[config.mk]
export PLATFORM = sky130hd
export DESIGN_NAME = menu_controller
export DESIGN_NICKNAME = d
export VERILOG_FILES = /design/src/rtl/menu_controller.sv
export SDC_FILE = /design/constraint.sdc
export NUM_CORES = 1
export LEC_CHECK = 0
export ABC_AREA = 1
export BUFFER_PORTS_ARGS = -buffer_cell sky130_fd_sc_hd__clkbuf_2
export CELL_PAD_IN_SITES_DETAIL_PLACEMENT = 2
export CELL_PAD_IN_SITES_GLOBAL_PLACEMENT = 2
export CORE_ASPECT_RATIO = 0.5
export CORE_UTILIZATION = 41
export DETAILED_ROUTE_END_ITERATION = 16
export GPL_TIMING_DRIVEN = 0
export PLACE_DENSITY_LB_ADDON = 0.1
export SLEW_MARGIN = 15
export SYNTH_ARGS = -nofsm -noshare
export SYNTH_HDL_FRONTEND = slang
export SYNTH_SLANG_ARGS = --single-unit
[constraint.sdc]
create_clock -name clk -period 7.6 [get_ports clk]
set_clock_uncertainty 0.15 [all_clocks]
set_input_delay 0.76 -clock clk [delete_from_list [all_inputs] [get_ports clk]]
set_output_delay 0.76 -clock clk [all_outputs]
set_load 0.005 [all_outputs]
[src/rtl/menu_controller.sv]
// Pong game-flow sequencer: button conditioning, MENU/START/PLAY/OVER flow, menu cursor.
// Optional PAUSE state in PLAY is built when MENU_PAUSE_EN is defined.
module menu_controller #(
  parameter logic [15:0] DEBOUNCE_CYCLES = 16'd50000,
  parameter int unsigned NUM_ITEMS       = 4,
  parameter logic [7:0]  GAMEOVER_FRAMES = 8'd180
) (
  input  logic       clk,
  input  logic       rst,
  input  logic       btn_up,
  input  logic       btn_down,
  input  logic       btn_select,
  input  logic       frame_tick,
  input  logic       winner,
  output logic       menu,
  output logic [1:0] cursor,
  output logic [1:0] mode,
  output logic       game_reset,
  output logic       game_run,
  output logic       show_winner
);

  localparam int unsigned NUM_BTN = 3;
  localparam int unsigned CNT_W   = 16;
  localparam logic [1:0]  LAST    = 2'(NUM_ITEMS - 1);

`ifdef MENU_PAUSE_EN
  typedef enum logic [2:0] {
    ST_MENU  = 3'd0,
    ST_START = 3'd1,
    ST_PLAY  = 3'd2,
    ST_OVER  = 3'd3,
    ST_PAUSE = 3'd4
  } state_e;
`else
  typedef enum logic [2:0] {
    ST_MENU  = 3'd0,
    ST_START = 3'd1,
    ST_PLAY  = 3'd2,
    ST_OVER  = 3'd3
  } state_e;
`endif

  logic [NUM_BTN-1:0] btn_raw;
  logic [NUM_BTN-1:0] ev;
  logic               up_ev, down_ev, sel_ev;

  assign btn_raw = {btn_select, btn_down, btn_up};
  assign up_ev   = ev[0];
  assign down_ev = ev[1];
  assign sel_ev  = ev[2];

  // Per button: 2-flop sync, stability counter, registered press-edge pulse.
  for (genvar b = 0; b < NUM_BTN; b++) begin : g_btn
    logic             s1_q, s2_q, db_q, db_d, dbp_q, ev_q;
    logic [CNT_W-1:0] cnt_q, cnt_d;

    always_comb begin
      cnt_d = cnt_q;
      db_d  = db_q;
      if (s2_q == db_q) begin
        cnt_d = '0;
      end else if (cnt_q == DEBOUNCE_CYCLES - 16'd1) begin
        db_d  = s2_q;
        cnt_d = '0;
      end else begin
        cnt_d = cnt_q + 16'd1;
      end
    end

    always_ff @(posedge clk or posedge rst) begin
      if (rst) begin
        s1_q  <= 1'b0;
        s2_q  <= 1'b0;
        db_q  <= 1'b0;
        dbp_q <= 1'b0;
        ev_q  <= 1'b0;
        cnt_q <= '0;
      end else begin
        s1_q  <= btn_raw[b];
        s2_q  <= s1_q;
        db_q  <= db_d;
        dbp_q <= db_q;
        ev_q  <= db_q & ~dbp_q;
        cnt_q <= cnt_d;
      end
    end

    assign ev[b] = ev_q;
  end

  state_e     state_q, state_d;
  logic [1:0] cursor_q, cursor_d;
  logic [1:0] mode_q, mode_d;
  logic [7:0] over_cnt_q, over_cnt_d;
  logic       menu_q, game_reset_q, game_run_q, show_winner_q;

  always_comb begin
    state_d    = state_q;
    cursor_d   = cursor_q;
    mode_d     = mode_q;
    over_cnt_d = over_cnt_q;
    case (state_q)
      ST_MENU: begin
        // Select has priority over a coincident move so mode sees the pre-move cursor.
        if (sel_ev) begin
          state_d = ST_START;
          mode_d  = cursor_q;
        end else if (up_ev && !down_ev) begin
          cursor_d = (cursor_q == 2'd0) ? LAST : cursor_q - 2'd1;
        end else if (down_ev && !up_ev) begin
          cursor_d = (cursor_q == LAST) ? 2'd0 : cursor_q + 2'd1;
        end
      end
      ST_START: state_d = ST_PLAY;
      ST_PLAY: begin
        if (winner) begin
          state_d    = ST_OVER;
          over_cnt_d = '0;
        end
`ifdef MENU_PAUSE_EN
        else if (sel_ev) begin
          state_d = ST_PAUSE;
        end
`endif
      end
      ST_OVER: begin
        if (sel_ev) begin
          state_d = ST_MENU;
        end else if (frame_tick) begin
          over_cnt_d = over_cnt_q + 8'd1;
          if (over_cnt_q == GAMEOVER_FRAMES - 8'd1) state_d = ST_MENU;
        end
      end
`ifdef MENU_PAUSE_EN
      ST_PAUSE: if (sel_ev) state_d = ST_PLAY;
`endif
      default: state_d = ST_MENU;
    endcase
  end

  // Moore outputs registered from next state so they align with the state register.
  always_ff @(posedge clk or posedge rst) begin
    if (rst) begin
      state_q       <= ST_MENU;
      cursor_q      <= 2'd0;
      mode_q        <= 2'd0;
      over_cnt_q    <= 8'd0;
      menu_q        <= 1'b1;
      game_reset_q  <= 1'b0;
      game_run_q    <= 1'b0;
      show_winner_q <= 1'b0;
    end else begin
      state_q       <= state_d;
      cursor_q      <= cursor_d;
      mode_q        <= mode_d;
      over_cnt_q    <= over_cnt_d;
      menu_q        <= (state_d == ST_MENU);
      game_reset_q  <= (state_d == ST_START);
      game_run_q    <= (state_d == ST_PLAY);
      show_winner_q <= (state_d == ST_OVER);
    end
  end

  assign menu        = menu_q;
  assign cursor      = cursor_q;
  assign mode        = mode_q;
  assign game_reset  = game_reset_q;
  assign game_run    = game_run_q;
  assign show_winner = show_winner_q;

endmodule
==> results_dict.tcl <==
set metrics [dict create \
    status "complete, no violations" \
    vias 3647 \
    period_share_pct 25.7 \
    rows 25 \
    worst_hold_path.endpoint "g_btn[1].s2_q" \
    start_util_pct 43.3 \
    drv_slew 0 \
    layout-drive-gt1-share_pct 13.2 \
    setup_viol 0 \
    wl_met1_mm 6.36 \
    r2r-end "g_btn[2].cnt_q[8]" \
    nets 554 \
    max_freq_mhz 511 \
    highest_layer "met4" \
    tritoncts "yes" \
    rr_worst_depth 6 \
    wl_mm 14.7 \
    cts.clk_slew.worst_paths_ns 0.06 \
    arrival_ns 2.04 \
    hp-class "flop to flop" \
    holdPathStages 0 \
    cts.sinks 82 \
    drv.max_cap_violation_count 0 \
    synthesis.area_um2 4190 \
    worstPathMaxFanout 10 \
    endpoint_kind "flop" \
    route.detailed.drc 0 \
    gp_congestion 0.750 \
    slew_headroom_pct 65.3 \
    grt_setup_unrepaired "no" \
    critPathLaunchType "flop" \
    yosysWarnings 0 \
    io_buffers 14 \
    dr.pass1.iters 4 \
    drt-vias-per-instance 5.36 \
    area_growth_pct 13.6 \
    hold_violations 0 \
    ys_seq_area_share_pct 49.0 \
    clk_latency_ns 0.35 \
    required_ns 7.68 \
    hp-start "g_btn[1].s1_q" \
    ioPinCount 15 \
    grt_overflow_total 0 \
    holdBufCountCts 0 \
    wl_met3_um 418 \
    power_uw 963 \
    cts_root_buffer "clkbuf_16" \
    finalSetupTns_ns 0 \
    htreeDepth 3 \
    grt_usage_pct 29.7 \
    antenna_found_initial 0 \
    clockBufferDepth 2 \
    powerDensity_nw_per_um2 202 \
    synth_area_per_cell_um2 8.15 \
    dr_wl_met2_mm 7.58 \
    synthCells 514 \
    worst_pin_slew_ns 0.517 \
    ctsResizeCount 0 \
    core-area_um2 9670 \
    yosysTopAreaCellShare_pct 48.4 \
    dr.first_iter.drc_count 165 \
    wl_per_cell_um 21.6 \
    synthTopCellsByArea "dfrtp_1 48%, nand2_1 10%, nor2_1 9.0%" \
    synth_top_area_cell "dfrtp_1" \
    leakagePower_nw 2.19 \
    min_period_ns 1.96 \
    rrSetupSlack_ns 5.64 \
    cts_buffers 9 \
    ant_nets 0 \
    synth_cell_types 33 \
    grt_max_degree 59 \
    crit_type "flop to flop" \
    worstReg2RegStart "g_btn[2].cnt_q[0]" \
    holdWs_ns 0.197 \
    ys_ff_latch 82 \
    chipHeight_um 73.5 \
    post_cts_buffers 0 \
    place_hpwl_mm 8.61 \
    ir_worst_vdd_v 0.000115 \
    syn-num-nets 528 \
    dieArea_um2 10700 \
    grt_pass1_wl_mm 23.3 \
    antenna_cells 0 \
    die-width_um 145 \
    grt_pass1_vias 4144 \
]
==> critical path, stage by stage, from the launching register on <==
cell and delay [ns]:
dfrtp_1 0.41, ha_1 0.27, nand3_1 0.20, nor2_1 0.30
nand2_1 0.22, nand2_4 0.19, nor2_1 0.08
==> state kept, by name, indices dropped and copies added (netlist names), 3 cells and up <==
name and cells:
g_btn.cnt_q 48, over_cnt_q 8, g_btn.db_q 3, g_btn.dbp_q 3
g_btn.s1_q 3, g_btn.s2_q 3, state_q 3
==> per-stage QoR <==
stage,instances,instance area [µm²],util [%],setup slack [ns]
6_report,680,4760,49.2,5.64
3_5_place_dp,664,4460,46.1,5.82
3_3_place_gp,663,4430,45.8,3.49
4_1_cts,680,4760,49.2,5.66
2_1_floorplan,514,4190,-,4.58
5_1_grt,680,4760,49.2,5.56
==> layer usage <==
layer | up-vias | global-route usage (%)
li1 | 1648 | -
met1 | 1895 | 34.5
met2 | 71 | 56.0
met3 | 33 | 5.40
met4 | 0 | 11.3
met5 | - | 0
==> logic make-up after synthesis <==
kind of cell,after synthesis,share of synthesized area [%]
compound gates,33,4.60
simple gates,294,31.7
other cells,1,0.0895
xor+xnor,29,6.24
fa+ha+maj,7,2.09
flops,82,49.0
buf+inv,68,6.27
==> worst max path at each step <==
| stage | start | end | slack (ns) |
|---|---|---|---|
| 2_1_floorplan | rst | cursor[0] | 4.58 |
| 3_3_place_gp | rst | g_btn[0].cnt_q[7] | 3.49 |
| 3_5_place_dp | g_btn[0].cnt_q[0] | g_btn[0].cnt_q[8] | 5.82 |
| 4_1_cts | g_btn[2].cnt_q[0] | g_btn[2].cnt_q[8] | 5.66 |
| 5_1_grt | g_btn[2].cnt_q[0] | g_btn[2].cnt_q[8] | 5.56 |
| 6_report | g_btn[2].cnt_q[0] | g_btn[2].cnt_q[8] | 5.64 |
==> power by group <==
part | total [mW] | leakage (nW) | switching [mW] | internal (mW)
clock network | 0.456 | 0.147 | 0.183 | 0.273
logic | 0.0479 | 0.931 | 0.0325 | 0.0153
registers | 0.459 | 1.11 | 0.0122 | 0.447
==> cell usage after synthesis <==
master and count:
xor2_2 1, nand2_2 8, buf_6 1, nand2_1 113, o211ai_1 1, conb_1 1
nand3b_1 2, nor3_2 1, ha_1 7, o21ai_1 2, xor2_1 21, dfstp_2 1
nand3_2 2, nor3_1 6, a31oi_1 1, a21oi_2 1, dfrtp_1 81, or2_2 2
o21ai_2 4, nand4_1 10, inv_1 64, xnor2_1 7, nand2_4 4, inv_2 2
o21ai_0 10, clkinv_1 1, nor3b_2 2, o21bai_1 2, a21oi_1 12, nor2_2 10
nand3_1 30, nor2_4 4, nor2_1 100
==> cell type report <==
cell class	instances	area, µm²
fill	1065	4910
sequential	82	2050
multi-input combinational	364	1870
clock buffer	14	264
inverter	67	254
tap	135	169
timing repair buffer	15	97.6
clock inverter	2	35.0
buffer	1	11.3
==> cell usage in the layout, fill, tap and decap left out, types with 6 or more instances in the layout <==
| master | synthesis | routed |
|---|---|---|
| nor2_2 | 10 | 10 |
| clkbuf_2 | 0 | 14 |
| nor3_1 | 6 | 6 |
| nor2_1 | 100 | 100 |
| inv_1 | 64 | 63 |
| xor2_1 | 21 | 21 |
| nand2_2 | 8 | 8 |
| nand4_1 | 10 | 10 |
| nand3_1 | 30 | 30 |
| ha_1 | 7 | 7 |
| o21ai_0 | 10 | 10 |
| dfrtp_1 | 81 | 81 |
| xnor2_1 | 7 | 7 |
| a21oi_1 | 12 | 12 |
| clkbuf_16 | 0 | 9 |
| nand2_1 | 113 | 113 |
(Power assumes the default switching activity.)
